[src/rtl/regfile_wb_pipe.sv]
// regfile_wb_pipe
//   Integer register file for the RISC-V core. NREAD registered read ports and
//   one write port. The write address/enable travel down a WB_DELAY-stage line
//   so the write lands in the same cycle its data arrives from writeback.
//   A committing write is forwarded to same-cycle reads, x0 always reads zero,
//   and a per-register pending-write counter drives the hazard busy flags.
//
// Ports
//   clock          rising-edge clock
//   reset          synchronous, active-high; clears registers, delay line, counters
//   i_wr_issue     a write to i_wr_addr is issued this cycle
//   i_wr_addr      destination register of the issued write
//   i_wr_data      data for the write committing this cycle
//   i_rs_addr      read addresses, port k at [k*AW +: AW]
//   o_rd_data      registered read data, port k at [k*XLEN +: XLEN]
//   o_rs_busy      combinational: port k's register has a write in flight
//   o_commit_vld   a write commits this cycle (delay-line tail valid)
//   o_commit_addr  address committing this cycle
module regfile_wb_pipe #(
  parameter int XLEN     = 32,
  parameter int NREGS    = 32,
  parameter int NREAD    = 2,
  parameter int WB_DELAY = 2
) (
  input  logic                               clock,
  input  logic                               reset,
  input  logic                               i_wr_issue,
  input  logic [$clog2(NREGS)-1:0]           i_wr_addr,
  input  logic [XLEN-1:0]                    i_wr_data,
  input  logic [NREAD*$clog2(NREGS)-1:0]     i_rs_addr,
  output logic [NREAD*XLEN-1:0]              o_rd_data,
  output logic [NREAD-1:0]                   o_rs_busy,
  output logic                               o_commit_vld,
  output logic [$clog2(NREGS)-1:0]           o_commit_addr
);

  localparam int AW = $clog2(NREGS);
  localparam int CW = $clog2(WB_DELAY + 1);

  // Write delay line: stage 0 captures the issue, the last stage is the commit.
  logic [WB_DELAY-1:0]         r_dl_vld;
  logic [WB_DELAY-1:0][AW-1:0] r_dl_addr;

  logic [XLEN-1:0]             r_regs [NREGS];
  logic [CW-1:0]               r_cnt  [NREGS];
  logic [NREAD-1:0][XLEN-1:0]  r_rd_data;

  logic                        w_commit_en;
  logic [NREGS-1:0]            w_inc;
  logic [NREGS-1:0]            w_dec;

  assign o_commit_vld  = r_dl_vld[WB_DELAY-1];
  assign o_commit_addr = r_dl_addr[WB_DELAY-1];
  // Commits to x0 are dropped so x0 never holds anything but zero.
  assign w_commit_en   = o_commit_vld && (o_commit_addr != '0);

  always_ff @(posedge clock) begin
    if (reset) begin
      r_dl_vld  <= '0;
      r_dl_addr <= '0;
    end else begin
      r_dl_vld[0]  <= i_wr_issue;
      r_dl_addr[0] <= i_wr_addr;
      for (int s = 1; s < WB_DELAY; s++) begin
        r_dl_vld[s]  <= r_dl_vld[s-1];
        r_dl_addr[s] <= r_dl_addr[s-1];
      end
    end
  end

  always_ff @(posedge clock) begin
    if (reset) begin
      for (int r = 0; r < NREGS; r++) r_regs[r] <= '0;
    end else if (w_commit_en) begin
      r_regs[o_commit_addr] <= i_wr_data;
    end
  end

  // Scoreboard decode; x0 is excluded on both sides.
  always_comb begin
    w_inc = '0;
    w_dec = '0;
    if (i_wr_issue && (i_wr_addr != '0)) w_inc[i_wr_addr] = 1'b1;
    if (w_commit_en)                     w_dec[o_commit_addr] = 1'b1;
  end

  // Issue and commit of the same register in one cycle cancel out.
  always_ff @(posedge clock) begin
    for (int r = 0; r < NREGS; r++) begin
      if (reset || r == 0)          r_cnt[r] <= '0;
      else if (w_inc[r] && !w_dec[r]) r_cnt[r] <= r_cnt[r] + CW'(1);
      else if (w_dec[r] && !w_inc[r]) r_cnt[r] <= r_cnt[r] - CW'(1);
    end
  end

  always_ff @(posedge clock) begin
    for (int k = 0; k < NREAD; k++) begin
      if (reset) begin
        r_rd_data[k] <= '0;
      end else if (i_rs_addr[k*AW +: AW] == '0) begin
        r_rd_data[k] <= '0;
      end else if (o_commit_vld && (o_commit_addr == i_rs_addr[k*AW +: AW])) begin
        // Bypass: the value being written this edge, not the stale array entry.
        r_rd_data[k] <= i_wr_data;
      end else begin
        r_rd_data[k] <= r_regs[i_rs_addr[k*AW +: AW]];
      end
    end
  end

  assign o_rd_data = r_rd_data;

  genvar gi;
  generate
    for (gi = 0; gi < NREAD; gi++) begin : g_busy
      logic [AW-1:0] w_rs_addr;
      assign w_rs_addr     = i_rs_addr[gi*AW +: AW];
      assign o_rs_busy[gi] = (r_cnt[w_rs_addr] != '0);
    end
  endgenerate

endmodule

[config.mk]
export PLATFORM = sky130hd
export DESIGN_NAME = regfile_wb_pipe
export DESIGN_NICKNAME = d
export VERILOG_FILES = /design/src/rtl/regfile_wb_pipe.sv
export SDC_FILE = /design/constraint.sdc
export NUM_CORES = 2
export LEC_CHECK = 0
export BUFFER_PORTS_ARGS = -buffer_cell sky130_fd_sc_hd__buf_2
export CAP_MARGIN = 30
export CORE_AREA = 2 2 420 422
export DETAILED_ROUTE_END_ITERATION = 10
export DIE_AREA = 0 0 422 424
export GPL_ROUTABILITY_DRIVEN = 1
export GPL_TIMING_DRIVEN = 1
export SLEW_MARGIN = 10
export SYNTH_ARGS = -nofsm -noshare
export SYNTH_HDL_FRONTEND = slang
export SYNTH_SLANG_ARGS = --single-unit
[constraint.sdc]
create_clock -name clock -period 3.6 [get_ports clock]
set_clock_uncertainty 0.15 [all_clocks]
set_input_delay 0.72 -clock clock [delete_from_list [all_inputs] [get_ports clock]]
set_output_delay 0.72 -clock clock [all_outputs]
set_load 0.005 [all_outputs]
==> reports/metrics.csv <==
stage;metric;value;unit
status;status;finished clean;
logic_synthesis;synth_edf_count;1086;
route;drt_iter0_drc;5740;
power_and_ir_drop;intPower;24.5;mW
logic_synthesis;syn_area_per_cell;14.9;sq um
placement;dp_hpwl;128000;microns
floorplan;die_area;179000;sq um
power_and_ir_drop;combPwrFrac;10.1;%
global_route;first_global_vias;38600;
logic_synthesis;netlist_area;60800;sq um
power_and_ir_drop;seqPwrFrac;47.9;%
logic_synthesis;synth-simple-area-share;14.7;%
sta;finalCritPeriodShare;97.4;%
sta;max_slew.worst_pin.slew;0.873;ns
finish;n_fill_cell;16000;
sta;max_clock_freq;285;MHz
power_and_ir_drop;power.density;463;nW/um^2
finish;final_common_cell;edfxtp_1;
critical_path;cp.required;2.73;ns
floorplan;die-height;424;microns
clock_network;holdBufCountCts;0;
critical_path;timing.critical_path.fanout_max;3;
logic_synthesis;synth_top_area_share;53.6;%
global_route;antenna_found_initial;21;
global_route;grtUsageTotal;23.8;%
critical_path;end_kind;output port;
placement;place.gp.congestion;0.850;
clock_network;cts_buffers;132;
floorplan;die-width;422;microns
logic_synthesis;synth_area_leader_cell;edfxtp_1;
hold_path;hp-class;in2reg;
floorplan;initial_core_util;34.8;%
floorplan;core;175000;sq um
logic_synthesis;ys_async_sr_fraction;0;%
floorplan;ioPinCount;122;
clock_network;clk_pin_slew;0.06;ns
sta;rsz0062_at_grt;false;
finish;final_nets;4208;
route;routed_wl;215000;microns
clock_network;htree_levels;4;
power_and_ir_drop;p_leak;25.3;nW
global_route;grt_first_pass_wirelength;300000;microns
finish;final_cell_count_no_fill;6623;
critical_path;path_class;reg2out;
sta;final-setup-viol-count;0;
sta;relSlewSlack;41.8;%
clock_network;cts_sinks;1162;
clock_network;cts_tree;yes;
clock_network;cts_max_path_buffers;3;
route;routed_via_density;5.89;
critical_path;critPathArrivalTime;2.64;ns
power_and_ir_drop;peakVddDrop;0.515;mV
global_route;gr-total-overflow;0;
clock_network;clk_latency;0.80;ns
logic_synthesis;synth.mux.area_fraction;21.9;%
route;routedWlPerCell;32.5;microns
power_and_ir_drop;swShare;24.6;%
logic_synthesis;synthCells;4096;
critical_path;critPathBufInv;2;
floorplan;row_count;154;
finish;final_cell_mix;edfxtp_1, and2_1, mux4_2;
sta;finalHoldViolations;0;
route;vias;39000;
sta;min_period;3.51;ns
critical_path;crit_family;compound AO/OA/AOI/OAI gates;
logic_synthesis;synth_fa_ha_area_share;0;%
route;ant_nets;0;
clock_network;cts_root_buf;clkbuf_16;
logic_synthesis;yosysWarnings;0;
route;first_pass_iters;6;
critical_path;cpMaxStageDelayCell;mux4_2;
finish;syn_to_final_growth;15.2;%
logic_synthesis;synth_top_family_by_area;multiplexers;
critical_path;max_stage_delay;0.47;ns
logic_synthesis;synth-seq-cells;1162;
logic_synthesis;ys_seq_area_share;56.1;%
finish;post_route_cells_drive_above_1_share;26.9;%
logic_synthesis;synthTopCellsByArea;edfxtp_1, mux4_2, and2_1;
critical_path;startpoint_type;flop;
global_route;grt_max_degree;79;
power_and_ir_drop;p_clk_share;42.1;%
sta;slew_violations;0;
placement;port_buffers;121;
run;drv_cap;0;
logic_synthesis;ys.flop_type;edfxtp_1;
placement;dp.cells;6359;
critical_path;path_cells;nor2_1 > mux4_2 > a221oi_2 > a311oi_1 > a31oi_2 > buf_4 > buf_2;
power_and_ir_drop;switchingPower;7.99;mW
logic_synthesis;synthXorXnorAreaFrac;0.662;%
sta;finalSetupTns;0;ns
route;post-route-drc-count;0;
logic_synthesis;synth_cell_types;54;
logic_synthesis;synth_compound_area_share;3.60;%
-- power by group through the flow --
stage | logic, mW | clock network [mW] | registers, mW
finish | 3.27 | 13.7 | 15.5
global route | 3.39 | 14.3 | 15.6
CTS | 3.25 | 13.8 | 15.5
detailed placement | 3.24 | 0 | 15.8
global placement | 3.22 | 0 | 15.8
floorplan | 1.96 | 0 | 15.7
-- repair_timing --
action,4_1_cts,5_1_grt
hold endpoints to repair,0,0
setup buffers,2,2
gates cloned,0,0
resized for setup,1,1
setup endpoints to repair,1,1
-- layer usage --
metal,vias to the layer above,wire [microns],track usage [%]
li1,15800,-,-
met1,20600,82500,30.5
met2,2156,103000,38.6
met3,428,21200,6.13
met4,4,8280,9.31
met5,-,27,0
-- path summary, 6_finish.rpt --
| check | from | slack [ns] | cells past startpoint | end |
|---|---|---|---|---|
| setup / recovery | r_cnt[1][0]$_DFFE_PP_ | 0.09 | 7 | o_rs_busy[1] |
| hold / removal | i_wr_issue | 0.11 | 2 | r_dl_vld[0]$_SDFF_PP0_ |
| setup reg to reg | o_commit_addr[1]$_SDFF_PP0_ | 0.50 | 4 | r_regs[30][7]$_SDFFCE_PN0P_ |
| hold reg to reg | r_dl_vld[0]$_SDFF_PP0_ | 0.28 | 1 | r_dl_vld[1]$_SDFF_PP0_ |
-- through the flow --
| step | worst slack [ns] | total power, mW | util (%) | hold WS, ns | area (sq um) |
|---|---|---|---|---|---|
| finish | 0.0928 | 32.5 | 40.1 | 0.111 | 70100 |
| global route | 0.0140 | 33.3 | 40.0 | 0.0956 | 70000 |
| CTS | 0.00379 | 32.6 | 40.0 | 0.0643 | 70000 |
| detailed placement | 0.0555 | 19.1 | 37.5 | 0.274 | 65700 |
| global placement | 0.00838 | 19.0 | 37.5 | 0.266 | 65700 |
| floorplan | 0.413 | 17.6 | - | 0.264 | 61000 |
-- cells in the mapped netlist, types with 33 or more instances --
cell type  instances
buf_2             79
xor2_1            33
nor3_1            79
clkbuf_1         300
a211oi_1         103
dfxtp_1           76
and2_1          1025
nand2_1           70
o22ai_1           58
a211o_1           35
edfxtp_1        1086
mux2i_1           89
mux4_2           553
nor2b_1           80
nor2_1           122
nand2b_1          35
a21oi_1           42
-- final cells by class --
type | count | area [sq um] | share of cell area [%]
sequential | 1162 | 34100 | 48.7
clock inverter | 55 | 508 | 0.725
tap | 2340 | 2930 | 4.18
inverter | 5 | 23.8 | 0.0339
antenna | 18 | 45.0 | 0.0643
clock buffer | 186 | 3790 | 5.41
timing repair buffer | 322 | 3280 | 4.68
multi-input combinational | 2535 | 25400 | 36.2
-- flip-flops by register name, summed over array words and instances (netlist names) --
signal / cells
r_regs: 1024
o_rd_data: 64
r_dl_addr: 5
r_dl_vld: 2
o_commit_addr: 5
r_cnt: 62
-- cell families (layout without fill, tap and decap cells) --
kind of cell,count (synthesis),count (layout)
compound gates,298,298
xor+xnor,46,46
buf+inv,430,568
flops,1162,1162
mux,642,642
other cells,1,50
simple gates,1517,1517
Note: power is estimated with default switching activity, not from simulation.
